## config.mk

```make
export PLATFORM = sky130hd
export DESIGN_NAME = banner_frame_ctrl
export DESIGN_NICKNAME = d
export VERILOG_FILES = /design/src/rtl/banner_frame_ctrl.sv
export SDC_FILE = /design/constraint.sdc
export NUM_CORES = 1
export LEC_CHECK = 0
export CORE_MARGIN = 2
export CORE_UTILIZATION = 55
export DETAILED_ROUTE_END_ITERATION = 8
export DONT_BUFFER_PORTS = 1
export GPL_ROUTABILITY_DRIVEN = 0
export GPL_TIMING_DRIVEN = 1
export PLACE_DENSITY = 0.8
export SETUP_SLACK_MARGIN = 0.05
export SYNTH_ARGS = -nofsm -noshare
export SYNTH_HDL_FRONTEND = slang
export SYNTH_SLANG_ARGS = --single-unit
```

## constraint.sdc

```tcl
create_clock -name clk -period 2.3 [get_ports clk]
set_input_delay 0.345 -clock clk [delete_from_list [all_inputs] [get_ports clk]]
set_output_delay 0.345 -clock clk [all_outputs]
set_load 0.01 [all_outputs]
```

## src/rtl/banner_frame_ctrl.sv

```systemverilog
// Frame controller between the UART byte stream and the serial2parallel assembler.
// Optional trailing XOR checksum byte: define BANNER_CHECKSUM_EN.
module banner_frame_ctrl #(
  parameter int         W           = 4,
  parameter int         N           = 6,
  parameter logic [7:0] SOF         = 8'h02,
  parameter int         TIMEOUT_CYC = 1000
) (
  input  logic           clk,
  input  logic           reset_n,
  input  logic [7:0]     rx_data,
  input  logic           rx_valid,
  output logic           s2p_start,
  output logic [W-1:0]   s2p_data,
  output logic           s2p_new_data,
  input  logic           s2p_done,
  input  logic [W*N-1:0] s2p_word,
  output logic [W*N-1:0] banner_out,
  output logic           banner_update,
  output logic           frame_err,
  output logic           busy
);

  localparam int TMAX = (TIMEOUT_CYC > 3) ? TIMEOUT_CYC : 3;
  localparam int TW   = $clog2(TMAX + 1);
  localparam int SW   = $clog2(N + 1);

  localparam logic [TW-1:0] TO    = TW'(TIMEOUT_CYC);
  localparam logic [TW-1:0] GUARD = TW'(3);
  localparam logic [SW-1:0] LAST  = SW'(N - 1);

  typedef enum logic [2:0] {
    IDLE, ARM, PAYLOAD, WAIT_DONE, COMMIT, FLUSH, FLUSH_WAIT
`ifdef BANNER_CHECKSUM_EN
    , CHECK
`endif
  } state_t;

  state_t         state, state_d;
  logic [SW-1:0]  sent, sent_d;
  logic [TW-1:0]  tmr, tmr_d;
  logic [W*N-1:0] word_q, word_d;
  logic           start_d, new_d, upd_d, err_d;
  logic [W-1:0]   data_d;
  logic [W*N-1:0] banner_d;
`ifdef BANNER_CHECKSUM_EN
  logic [7:0]     csum, csum_d;
  logic           seen, seen_d;
`endif

  always_comb begin
    state_d  = state;
    sent_d   = sent;
    tmr_d    = tmr;
    word_d   = word_q;
    start_d  = 1'b0;
    new_d    = 1'b0;
    data_d   = s2p_data;
    banner_d = banner_out;
    upd_d    = 1'b0;
    err_d    = 1'b0;
`ifdef BANNER_CHECKSUM_EN
    csum_d   = csum;
    seen_d   = seen;
`endif
    unique case (state)
      IDLE: begin
        if (rx_valid && rx_data == SOF) begin
          state_d = ARM;
          start_d = 1'b1;
          sent_d  = '0;
          tmr_d   = '0;
`ifdef BANNER_CHECKSUM_EN
          csum_d  = '0;
          seen_d  = 1'b0;
`endif
        end
      end
      ARM, PAYLOAD: begin
        state_d = PAYLOAD;
        if (rx_valid) begin
          data_d = rx_data[W-1:0];
          new_d  = 1'b1;
          sent_d = sent + SW'(1);
          tmr_d  = '0;
`ifdef BANNER_CHECKSUM_EN
          csum_d = csum ^ rx_data;
          if (sent == LAST) state_d = CHECK;
`else
          if (sent == LAST) state_d = WAIT_DONE;
`endif
        end else if (state == PAYLOAD) begin
          if (tmr == TO) begin
            err_d   = 1'b1;
            state_d = FLUSH;
          end else begin
            tmr_d = tmr + TW'(1);
          end
        end
      end
`ifdef BANNER_CHECKSUM_EN
      CHECK: begin
        if (s2p_done) begin
          word_d = s2p_word;
          seen_d = 1'b1;
        end
        if (rx_valid) begin
          tmr_d = '0;
          if (rx_data == csum) begin
            state_d = (seen || s2p_done) ? COMMIT : WAIT_DONE;
          end else begin
            err_d   = 1'b1;
            state_d = IDLE;
          end
        end else if (tmr == TO) begin
          err_d   = 1'b1;
          state_d = IDLE;
        end else begin
          tmr_d = tmr + TW'(1);
        end
      end
`endif
      WAIT_DONE: begin
        if (s2p_done) begin
          word_d  = s2p_word;
          state_d = COMMIT;
        end else if (tmr == GUARD) begin
          err_d   = 1'b1;
          state_d = IDLE;
        end else begin
          tmr_d = tmr + TW'(1);
        end
      end
      COMMIT: begin
        banner_d = word_q;
        upd_d    = 1'b1;
        state_d  = IDLE;
      end
      FLUSH: begin
        // pad the assembler with zero symbols so it completes and re-idles
        new_d  = 1'b1;
        data_d = '0;
        sent_d = sent + SW'(1);
        if (sent == LAST) begin
          state_d = FLUSH_WAIT;
          tmr_d   = '0;
        end
      end
      FLUSH_WAIT: begin
        if (s2p_done) begin
          state_d = IDLE;
        end else if (tmr == GUARD) begin
          err_d   = 1'b1;
          state_d = IDLE;
        end else begin
          tmr_d = tmr + TW'(1);
        end
      end
      default: state_d = IDLE;
    endcase
  end

  always_ff @(posedge clk or negedge reset_n) begin
    if (!reset_n) begin
      state         <= IDLE;
      sent          <= '0;
      tmr           <= '0;
      word_q        <= '0;
      s2p_start     <= 1'b0;
      s2p_data      <= '0;
      s2p_new_data  <= 1'b0;
      banner_out    <= '0;
      banner_update <= 1'b0;
      frame_err     <= 1'b0;
      busy          <= 1'b0;
`ifdef BANNER_CHECKSUM_EN
      csum          <= '0;
      seen          <= 1'b0;
`endif
    end else begin
      state         <= state_d;
      sent          <= sent_d;
      tmr           <= tmr_d;
      word_q        <= word_d;
      s2p_start     <= start_d;
      s2p_data      <= data_d;
      s2p_new_data  <= new_d;
      banner_out    <= banner_d;
      banner_update <= upd_d;
      frame_err     <= err_d;
      busy          <= (state_d != IDLE);
`ifdef BANNER_CHECKSUM_EN
      csum          <= csum_d;
      seen          <= seen_d;
`endif
    end
  end

endmodule

```

== After elaboration in Yosys (flattened, before gate mapping) ==
Index checks and enable logic that the tools add are counted.
Word-level totals
  RAM bits: 0
  bits in read-only memories: 0
  output and inout port bits: 33
  input port bits: 36
  register bits: 73
  bits in latches: 0
  memories: 0
  word-level logic and storage cells: 76
Cells by class
  bitwise operators: 0
  divide/modulo/power cells: 0
  shift-type cells: 0
  $add $sub $neg: 2
  multiply operators: 0
  reductions and logical operators: 12
  equality and inequality tests: 17
  order comparisons: 0
  muxes and demuxes: 34
Operator list (number)
  2-to-1 mux 10 bit: 7
  case mux 10 bit (4 select lines): 1
  2-to-1 mux 3 bit: 10
  case mux 3 bit (5 select lines): 1
  equality test 3 bit (second input constant): 4
  adder 10 x 1 -> 10 bit (second input constant): 1
  equality test 10 bit (second input constant): 1
  equality test 10 x 2 -> 1 bit (second input constant): 1
  2-to-1 mux 1 bit: 10
  inequality test 2 bit (second input constant): 5
  case mux 3 bit (3 select lines): 1
  equality test 8 x 2 -> 1 bit (second input constant): 1
  case mux 4 bit (2 select lines): 1
  AND reduction 7 bit: 1
  equality test 3 x 2 -> 1 bit (second input constant): 2
  inequality test 3 bit (second input constant): 2
  nonzero test 3 bit: 2
  2-to-1 mux 4 bit: 1
  case mux 1 bit (2 select lines): 2
  AND reduction 2 bit: 2
  nonzero test 4 bit: 1
  OR reduction 2 bit: 2
  adder 3 x 1 -> 3 bit (second input constant): 1
  equality test 3 x 1 -> 1 bit (second input constant): 1
  other kinds (4): 4

== Longest topological paths before layout ==
Gate-level depths: netlist of the first run.
  depth in word-level cells: 6
  depth in mapped cells: 9
  mapped depth without buffers: 7

== Worst setup path after synthesis of the first run ==
No wires, ideal clock.
  path type: reg2reg
  start: register tmr[0]
  end: register tmr[9]
  buffers on the path: 1
  library setup time: 0.126 ns
  stages on the path, launching flop included: 8
  data required time: 2.174 ns
  arrival: 2.081 ns
  path slack: 0.093 ns
  path through: dfrtp_1 > ha_1 > nand2b_1 > and3b_4 > a2111o_1 > or2_1 > buf_6 > a221o_1
Between the ends
  word-level cells in the longest chain between the ends: 5
Ends and longest elaborated chain
  start, declared: RTL line 41  | logic [TW-1:0] tmr, tmr_d;
  start signal, assigned: RTL line 183  | tmr <= tmr_d;
  adder 10 x 1 -> 10 bit: RTL line 97, 131, 156
  2-to-1 mux 10 bit: RTL line 93  | if (tmr == TO) begin
  2-to-1 mux 10 bit: RTL line 92  | end else if (state == PAYLOAD) begin
  2-to-1 mux 10 bit: RTL line 81  | if (rx_valid) begin
  case mux 10 bit (4 select lines): RTL line 66  | unique case (state)
Several ways; a longest one is shown, not always the timed one. The select of a mux whose other input is x is not followed.
A chain may end at the register's enable or synchronous reset.

== Worst setup path in the final report of the first run ==
Ends and elaborated chain as after synthesis.

==> impl_metrics.py, run 1 <==
metrics = {
    "hold_path": {
        "timing.hold.worst.class": "primary input to register",
    },
    "detailed_routing": {
        "antenna_violation_net_count_after_detailed_routing": 0,
        "detail_route.wirelength.met1_um": 3030,
        "routed_via_density": 6.00,
        "drt-initial-drc-count": 118,
        "wl_cell_um": 18.0,
        "route.final.wire_length_um": 6720,
        "met3_wirelength_um": 351,
        "routed.top_layer": "met4",
        "vias": 2238,
        "dr.pass1.iters": 4,
        "routed-wl-met2_um": 3250,
        "post_route_drc": 0,
    },
    "timing": {
        "final_max_slew_viol_count": 0,
        "slack_of_the_critical_path_ns": 0.168,
        "clock.fmax_mhz": 469,
        "setup_repair_after_global_routing_missed_its_margin": "false",
        "report.final.setup_viol": 0,
        "worst_margin_slew_ns": 0.457,
        "final.setup.tns_ns": 0,
        "max-slew-margin-rel_pct": 69.5,
        "hold_violations": 0,
        "post_route_minimum_period_ns": 2.13,
        "clock-skew-final_ns": 0.00963,
        "period_share_pct": 92.7,
        "worst_hold_slack_ns": 0.146,
    },
    "yosys": {
        "yosysSeqAreaShare_pct": 53.3,
        "synth_edf_count": 0,
        "yosys_register_bits": 73,
        "ys_async_sr_fraction_pct": 100,
        "mappedNetlistNets": 318,
        "synth_cells": 278,
        "predominant_post_synthesis_flop_cell": "sky130_fd_sc_hd__dfrtp_1",
        "syn_area_per_cell_um2": 12.3,
        "synth.distinct_cells": 49,
        "synthesis.area_mm2": 0.00343,
        "yosysWarnings": 0,
    },
    "floorplan": {
        "die-area_mm2": 0.00688,
        "die_height_um": 82.9,
        "design.core.area_mm2": 0.00596,
        "die_x_um": 82.9,
        "initial_core_util_pct": 57.5,
        "fp-row-count": 28,
        "io_pins": 69,
    },
    "clock_network": {
        "tritoncts": "built",
        "cts.root.buffer_cell": "sky130_fd_sc_hd__clkbuf_8",
        "path_clk_slew_ns": 0.08,
        "clock_path_buffers": 2,
        "clkLatencyLatePin_ns": 0.34,
        "clkSinkCount": 73,
        "cts-htree-levels": 3,
        "cts_made_buffers": 9,
    },
    "cells_and_area": {
        "layout.nets": 333,
        "nFillCells": 468,
        "insertedDiodeCount": 0,
        "highest_count_cells_in_the_layout_ignoring_fill_and_taps": "sky130_fd_sc_hd__dfrtp_1 (73), sky130_fd_sc_hd__mux2_2 (48), sky130_fd_sc_hd__buf_4 (13), sky130_fd_sc_hd__nor2b_1 (12), sky130_fd_sc_hd__nor2_1 (11)",
        "seqCellArea_mm2": 0.00183,
        "area_delta_synth_final_pct": 12.3,
        "drive_gt1_share_pct": 31.9,
        "mostFrequentLayoutCell": "sky130_fd_sc_hd__dfrtp_1",
        "fin_area_mm2": 0.00385,
        "multi_input_area_mm2": 0.00152,
    },
    "power_and_ir_drop": {
        "irDropWorstVdd_mv": 0.539,
        "cellLeakagePower_nw": 1.84,
        "power_density_mw_per_mm2": 862,
        "totalPowerFinal_mw": 3.32,
    },
    "worst_setup_path": {
        "max_fanout_on_critical_path": 10,
        "worst-endpoint-required_ns": 2.52,
        "cp_num_buf_inv": 0,
        "arrival_ns": 2.36,
        "end_kind": "register",
        "worst_path_max_delay_cell": "sky130_fd_sc_hd__dfrtp_1",
        "critPathTopFamily": "compound AO/OA/AOI/OAI gates",
        "timing.critical_path.from_type": "register",
        "critical-path-max-stage-delay_ns": 0.42,
        "timing.critical_path.cells": "ha_1, nand2b_1, and3b_4, a2111o_1, or2_4, a221o_1",
        "setup.worst_path.class": "register to register",
    },
    "global_routing": {
        "gr-total-overflow": 0,
        "grt_antenna_before_repair": 0,
        "number_of_global_route_vias_before_repair": 2274,
        "grt_first_pass_wirelength_um": 11200,
        "grt_max_degree": 74,
        "groute.usage.overall_pct": 20.4,
    },
    "place": {
        "dp_hpwl_um": 4580,
        "dpl-instance-area_mm2": 0.00357,
        "place_worst_setup_slack_ns": 0.0778,
        "io_buffer_count": 0,
    },
    "outcome": {
        "outcome": "finished, final reports clean",
    },
    "job": {
        "maxcap_viol_count": 0,
    },
}
## timing repair
item                                   4_1_cts  5_1_grt
setup endpoints to repair                    0       11
hold buffers                                 2        0
resized for setup                            0        2
endpoints found under the hold margin       73        0
setup buffers                                0        1
## cell type report
type	count	share of cell area [%]
clock buffer	10	3.32
clock inverter	6	2.34
inverter	10	0.976
multi-input combinational	183	39.4
sequential	73	47.5
tap	75	2.44
timing repair buffer	16	4.03
## metrics by stage
stage | cells | utilization (%)
3_3_place_gp | 354 | 60.0
3_5_place_dp | 354 | 60.0
6_report | 373 | 64.6
5_1_grt | 373 | 64.6
4_1_cts | 372 | 64.3
2_1_floorplan | 278 | -
## synthesized netlist by cell type (3+ instances only)
| cell type | n | area, µm² |
|---|---|---|
| sky130_fd_sc_hd__or3_1 | 3 | 18.8 |
| sky130_fd_sc_hd__inv_1 | 9 | 33.8 |
| sky130_fd_sc_hd__dfrtp_1 | 73 | 1830 |
| sky130_fd_sc_hd__nor2b_1 | 12 | 75.1 |
| sky130_fd_sc_hd__nand2b_1 | 6 | 37.5 |
| sky130_fd_sc_hd__a31oi_1 | 6 | 37.5 |
| sky130_fd_sc_hd__mux2_2 | 48 | 541 |
| sky130_fd_sc_hd__clkbuf_1 | 7 | 26.3 |
| sky130_fd_sc_hd__a21oi_1 | 9 | 45.0 |
| sky130_fd_sc_hd__and3_1 | 5 | 31.3 |
| sky130_fd_sc_hd__nand2_1 | 9 | 33.8 |
| sky130_fd_sc_hd__nand3_1 | 7 | 35.0 |
| sky130_fd_sc_hd__o31ai_1 | 6 | 45.0 |
| sky130_fd_sc_hd__o221ai_1 | 5 | 43.8 |
| sky130_fd_sc_hd__nor2_1 | 11 | 41.3 |
| sky130_fd_sc_hd__o41ai_2 | 3 | 48.8 |
| sky130_fd_sc_hd__nor4_1 | 5 | 31.3 |
| sky130_fd_sc_hd__buf_2 | 3 | 15.0 |
| sky130_fd_sc_hd__o21ai_0 | 7 | 35.0 |
| sky130_fd_sc_hd__ha_1 | 4 | 50.1 |
## layer usage
layer | track usage [%] | vias up
met5 | 0 | -
met4 | 8.49 | 0
met1 | 26.4 | 1114
met2 | 32.3 | 60
met3 | 5.77 | 8
li1 | - | 1056
## final timing paths
kind	start	to	slack, ns	cells past startpoint
worst min register to register	word_q[11]	banner_out[11]	0.50	1
worst max register to register	tmr[0]	tmr[9]	0.17	6
worst max-delay path	tmr[0]	tmr[9]	0.17	6
worst min-delay path	s2p_word[18]	word_q[18]	0.15	1
max in group asynchronous	reset_n	state[2]	1.45	2
min in group asynchronous	reset_n	tmr[1]	0.54	2
## flip-flops by register name, indices dropped and copies added (netlist names)
name	flops
banner_out	24
banner_update	1
busy	1
frame_err	1
s2p_data	4
s2p_new_data	1
s2p_start	1
sent	3
state	3
tmr	10
word_q	24
## logic make-up after synthesis
family | synth area share, %
adders and majority gates | 1.46
buffers and inverters | 2.96
DFF | 53.3
and+or+nand+nor | 14.1
AOI/OAI and AO/OA | 11.8
muxes | 16.4
## power by group
part	total [mW]	internal (mW)	switching [mW]	leakage (nW)
registers	1.60	1.44	0.167	0.994
clock network	1.10	0.617	0.487	0.107
logic	0.611	0.289	0.322	0.743
(Power assumes the default switching activity.)
==> run 2, diff against run 1 <==
Settings changed: PLACE_DENSITY 0.8 to 0.77.
Clock period 2.3 ns to 2.23 ns, I/O delays scaled along.
==> run 2 against run 1 <==
Wire length is 1.7% higher. Combinational power rose by 3.9%. Global-route usage increased by 0.89 points. Final area decreased by 0.46%. Clock power shrank 12%. Critical endpoint unchanged.
==> impl_metrics.py, run 2 (synthesized netlist as in run 1, its figures left out) <==
metrics = {
    "detailed_routing": {
        "dr.pass1.iters": 4,
        "antenna_violation_net_count_after_detailed_routing": 0,
        "routed_via_density": 6.05,
        "post_route_drc": 0,
        "drt-initial-drc-count": 102,
        "wl_cell_um": 18.2,
        "route.final.wire_length_um": 6830,
        "vias": 2268,
    },
    "power_and_ir_drop": {
        "power_density_mw_per_mm2": 847,
        "irDropWorstVdd_mv": 0.511,
        "intPower_mw": 2.20,
        "sw_frac_of_total_pct": 32.2,
        "power.net_switching_mw": 1.04,
        "combPwrFrac_pct": 19.6,
        "power_frac_clock_pct": 29.8,
        "power.share.sequential_pct": 50.7,
        "cellLeakagePower_nw": 1.82,
    },
    "cells_and_area": {
        "area_delta_synth_final_pct": 11.8,
        "largest_registers": "banner_out: 24 flops, word_q: 24 flops, tmr: 10 flops",
        "layout.nets": 335,
        "mostFrequentLayoutCell": "sky130_fd_sc_hd__dfrtp_1",
        "insertedDiodeCount": 0,
        "drive_gt1_share_pct": 33.3,
        "nFillCells": 472,
        "highest_count_cells_in_the_layout_ignoring_fill_and_taps": "sky130_fd_sc_hd__dfrtp_1 (72), sky130_fd_sc_hd__mux2_2 (48), sky130_fd_sc_hd__buf_4 (16), sky130_fd_sc_hd__nor2b_1 (12), sky130_fd_sc_hd__nor2_1 (11)",
    },
    "worst_setup_path": {
        "cp_num_buf_inv": 0,
        "timing.critical_path.cells": "ha_4, nand2b_1, and3b_4, a2111o_1, or2_4, a221o_1",
        "ff2ff_setup_slack_ns": 0.13,
        "max_fanout_on_critical_path": 10,
        "critPathTopFamily": "compound AO/OA/AOI/OAI gates",
        "worst_path_max_delay_cell": "sky130_fd_sc_hd__dfrtp_2",
        "arrival_ns": 2.33,
        "timing.critical_path.from": "tmr[0]",
        "end_kind": "register",
        "rr_startpoint": "tmr[0]",
        "timing.critical_path.from_type": "register",
        "worst-endpoint-required_ns": 2.46,
        "critical-path-max-stage-delay_ns": 0.45,
        "setup.worst_path.class": "register to register",
    },
    "clock_network": {
        "clkSinkCount": 73,
        "cts_made_buffers": 9,
        "path_clk_slew_ns": 0.09,
        "tritoncts": "built",
        "post_cts_buffers": 0,
        "clkLatencyLatePin_ns": 0.35,
        "clock_path_buffers": 2,
        "cts-htree-levels": 3,
        "cts.root.buffer_cell": "sky130_fd_sc_hd__clkbuf_8",
    },
    "timing": {
        "worst_margin_slew_ns": 0.370,
        "final_max_slew_viol_count": 0,
        "slack_of_the_critical_path_ns": 0.132,
        "final.setup.tns_ns": 0,
        "setup_repair_after_global_routing_missed_its_margin": "false",
        "period_share_pct": 94.1,
        "report.final.setup_viol": 0,
        "clock.fmax_mhz": 477,
        "post_route_minimum_period_ns": 2.10,
        "clock-skew-final_ns": 0.00977,
        "max-slew-margin-rel_pct": 75.1,
        "hold_violations": 0,
    },
    "place": {
        "io_buffer_count": 0,
        "dp_hpwl_um": 4680,
        "place_worst_setup_slack_ns": 0.00749,
    },
    "global_routing": {
        "grt_max_degree": 74,
        "groute.usage.overall_pct": 21.3,
        "gr-total-overflow": 0,
        "grt_antenna_before_repair": 0,
        "grt_first_pass_wirelength_um": 11700,
        "number_of_global_route_vias_before_repair": 2279,
    },
    "outcome": {
        "outcome": "finished, final reports clean",
    },
    "hold_path": {
        "timing.hold.worst.class": "primary input to register",
        "hold_start": "s2p_word[13]",
    },
    "floorplan": {
        "die_height_um": 82.9,
        "io_pins": 69,
        "initial_core_util_pct": 57.5,
        "fp-row-count": 28,
        "die_x_um": 82.9,
        "design.core.area_mm2": 0.00596,
        "die-area_mm2": 0.00688,
    },
    "job": {
        "maxcap_viol_count": 0,
    },
}
[run 2: cell types whose count changed in the layout (fill, tap and decap cells not counted), sizes merged]
cell      previous run  this run
clkinv               1         0
bufinv               2         0
clkbuf              10         9
buf                 15        17
clkinvlp             1         3
inv                 12        14
[run 2: power by group through the flow]
| stage | Sequential, mW | Clock (mW) | Combinational [mW] |
|---|---|---|---|
| after global placement | 1.65 | 0 | 0.566 |
| after CTS | 1.64 | 0.989 | 0.637 |
| after detailed placement | 1.67 | 0 | 0.589 |
| after global routing | 1.67 | 1.06 | 0.712 |
| final | 1.64 | 0.965 | 0.635 |
| after floorplan | 1.62 | 0 | 0.462 |
[run 2: worst paths after layout]
path,cells after the start,endpoint
max,6,tmr[9]
min,1,word_q[13]
max reg2reg,6,tmr[9]
min reg2reg,1,word_q[13]
max in group asynchronous,2,tmr[0]
min in group asynchronous,2,s2p_data[0]
[run 2: timing repair]
action | 4_1_cts | 5_1_grt
setup endpoints to repair | 10 | 4
hold buffers | 2 | 0
hold endpoints to repair | 73 | 0
resized for setup | 1 | 2
[run 2: area by class of cell]
| type | count | area, µm² | share of cell area [%] |
|---|---|---|---|
| multi-input combinational | 183 | 1530 | 39.9 |
| clock buffer | 9 | 124 | 3.23 |
| tap | 75 | 93.8 | 2.45 |
| inverter | 10 | 37.5 | 0.980 |
| sequential | 73 | 1830 | 47.7 |
| timing repair buffer | 18 | 158 | 4.12 |
| clock inverter | 7 | 60.1 | 1.57 |
[run 2: metrics by stage]
stage | area [µm²] | power (mW) | util [%] | cells | hold slack [ns]
floorplan | 3440 | 2.08 | - | 278 | 0.0389
global placement | 3600 | 2.22 | 60.4 | 357 | 0.0403
detailed placement | 3600 | 2.26 | 60.4 | 357 | 0.0404
CTS | 3820 | 3.27 | 64.1 | 375 | 0.117
global route | 3830 | 3.44 | 64.3 | 375 | 0.103
finish | 3830 | 3.24 | 64.3 | 375 | 0.125
[run 2: layer usage]
| metal | global-route usage, % | routed length (µm) | vias up |
|---|---|---|---|
| met5 | 0 | 0 | - |
| met2 | 34.1 | 3380 | 67 |
| met1 | 27.9 | 2910 | 1129 |
| met4 | 6.71 | 78 | 0 |
| met3 | 6.46 | 455 | 6 |
| li1 | - | - | 1066 |
==> run 3, diff against run 2 <==
Clock period 2.23 ns to 2.7 ns, I/O delays scaled along.
==> run 3 against run 2 <==
Worst hold slack improved by 0.068 ns. Clock power shrank 8.3%. Maximum frequency is 14% lower. Cell count down 2.7%. Critical path depth fell by 1. Die area unchanged. Sequential power is 17% lower. Clock-buffer cell count did not move. Critical path type unchanged. Largest cell class unchanged. Largest power group unchanged.
==> impl_metrics.py, run 3 (synthesized netlist as in run 1, its figures left out) <==
metrics = {
    "cells_and_area": {
        "nFillCells": 486,
        "layout.nets": 325,
        "mostFrequentLayoutCell": "sky130_fd_sc_hd__dfrtp_1",
        "multi_input_area_mm2": 0.00151,
        "highest_count_cells_in_the_layout_ignoring_fill_and_taps": "sky130_fd_sc_hd__dfrtp_1 (73), sky130_fd_sc_hd__mux2_2 (48), sky130_fd_sc_hd__nor2b_1 (12), sky130_fd_sc_hd__nor2_1 (11)",
        "insertedDiodeCount": 0,
        "drive_gt1_share_pct": 30.0,
        "seqCellArea_mm2": 0.00183,
        "area_delta_synth_final_pct": 9.49,
        "finish.utilization_pct": 63.0,
        "largest_registers": "banner_out: 24 flops, word_q: 24 flops, tmr: 10 flops",
    },
    "timing": {
        "setup_repair_after_global_routing_missed_its_margin": "false",
        "clock.fmax_mhz": 409,
        "post_route_minimum_period_ns": 2.45,
        "clock-skew-final_ns": 0.0123,
        "final_max_slew_viol_count": 0,
        "period_share_pct": 90.6,
        "final.setup.tns_ns": 0,
        "worst_margin_slew_ns": 0.581,
        "report.final.setup_viol": 0,
        "max-slew-margin-rel_pct": 61.1,
        "hold_violations": 0,
    },
    "clock_network": {
        "cts_made_buffers": 9,
        "tritoncts": "built",
        "clkLatencyLatePin_ns": 0.35,
        "clkSinkCount": 73,
        "cts-htree-levels": 3,
        "cts.root.buffer_cell": "sky130_fd_sc_hd__clkbuf_8",
        "path_clk_slew_ns": 0.09,
        "clock_path_buffers": 2,
        "post_cts_resize_count": 0,
    },
    "detailed_routing": {
        "drt-initial-drc-count": 132,
        "routed_via_density": 6.16,
        "route.final.wire_length_um": 6450,
        "post_route_drc": 0,
        "wl_cell_um": 17.7,
        "dr.pass1.iters": 4,
        "antenna_violation_net_count_after_detailed_routing": 0,
        "vias": 2249,
    },
    "global_routing": {
        "grt_max_degree": 74,
        "groute.usage.overall_pct": 20.0,
        "number_of_global_route_vias_before_repair": 2250,
        "grt_first_pass_wirelength_um": 11100,
        "gr-total-overflow": 0,
        "grt_antenna_before_repair": 0,
    },
    "worst_setup_path": {
        "arrival_ns": 2.68,
        "max_fanout_on_critical_path": 13,
        "worst-endpoint-required_ns": 2.94,
        "setup.worst_path.class": "register to register",
        "timing.critical_path.from_type": "register",
        "end_kind": "register",
    },
    "floorplan": {
        "die_x_um": 82.9,
        "design.core.area_mm2": 0.00596,
        "die_height_um": 82.9,
        "initial_core_util_pct": 57.5,
        "io_pins": 69,
        "die-area_mm2": 0.00688,
        "fp-row-count": 28,
    },
    "hold_path": {
        "timing.hold.worst.class": "primary input to register",
    },
    "power_and_ir_drop": {
        "cellLeakagePower_nw": 1.78,
        "power_density_mw_per_mm2": 722,
        "irDropWorstVdd_mv": 0.497,
    },
    "place": {
        "io_buffer_count": 0,
        "dp_hpwl_um": 4370,
    },
    "job": {
        "maxcap_viol_count": 0,
    },
    "outcome": {
        "outcome": "finished, final reports clean",
    },
}
run 3: cell types whose count changed in the layout (fill, tap and decap cells not counted):
cell / change
sky130_fd_sc_hd__clkinvlp_4: -1
sky130_fd_sc_hd__dfrtp_2: -1
sky130_fd_sc_hd__ha_4: -1
sky130_fd_sc_hd__nor4_4: -1
sky130_fd_sc_hd__dfrtp_1: +1
sky130_fd_sc_hd__bufinv_16: +1
sky130_fd_sc_hd__buf_4: -10
sky130_fd_sc_hd__nor4_2: +1
sky130_fd_sc_hd__ha_1: +1
sky130_fd_sc_hd__or2_1: +1
sky130_fd_sc_hd__or2_4: -1
run 3: layout make-up:
class                           instances  share of cell area (%)
Clock buffer                            9                    3.30
Multi-Input combinational cell        183                    40.1
Sequential cell                        73                    48.7
Tap cell                               75                    2.50
Timing Repair Buffer                    8                    2.20
Inverter                               10                    1.00
Clock inverter                          7                    2.20
run 3: repair_timing:
action	CTS	global route
setup endpoints to repair	0	0
hold buffers	2	0
endpoints found under the hold margin	73	0
buffers inserted	0	0
run 3: worst paths after layout:
| check | depth (start not counted) | end | from | slack [ns] |
|---|---|---|---|---|
| worst max-delay path | 5 | tmr[9] | state[2] | 0.25 |
| worst min-delay path | 1 | word_q[23] | s2p_word[23] | 0.19 |
| worst max register to register | 5 | tmr[9] | state[2] | 0.25 |
| worst min register to register | 1 | banner_out[9] | word_q[9] | 0.50 |
| max in group asynchronous | 2 | banner_out[16] | reset_n | 1.80 |
| min in group asynchronous | 2 | busy | reset_n | 0.60 |
run 3: per-stage QoR:
step / setup WS [ns] / area (µm²) / power [mW] / hold slack [ns] / std cells
after global placement: 0.319 / 3510 / 1.80 / 0.113 / 347
final: 0.253 / 3750 / 2.71 / 0.193 / 365
after floorplan: 0.493 / 3430 / 1.72 / 0.109 / 278
after detailed placement: 0.284 / 3510 / 1.82 / 0.113 / 347
after global routing: 0.145 / 3750 / 2.87 / 0.176 / 365
after CTS: 0.271 / 3750 / 2.73 / 0.180 / 365
run 3: critical path, stage by stage, from the launching register on:
cell and delay (ns):
sky130_fd_sc_hd__dfrtp_1 0.60, sky130_fd_sc_hd__inv_2 0.17, sky130_fd_sc_hd__and3_4 0.23, sky130_fd_sc_hd__a2111o_1 0.52, sky130_fd_sc_hd__or2_1 0.42, sky130_fd_sc_hd__a221o_1 0.40
run 3: per-layer routing:
metal / global-route usage (%) / up-vias / share of wire [%]
li1: - / 1045 / -
met1: 26.5 / 1120 / 42
met2: 30.4 / 76 / 49
met3: 6.16 / 8 / 6.6
met4: 8.64 / 0 / 1.7
met5: 0 / - / 0
run 3: power by group:
group	total (mW)	switching, mW	internal [mW]
Combinational	0.468	0.259	0.210
Sequential	1.36	0.134	1.22
Clock	0.885	0.442	0.442
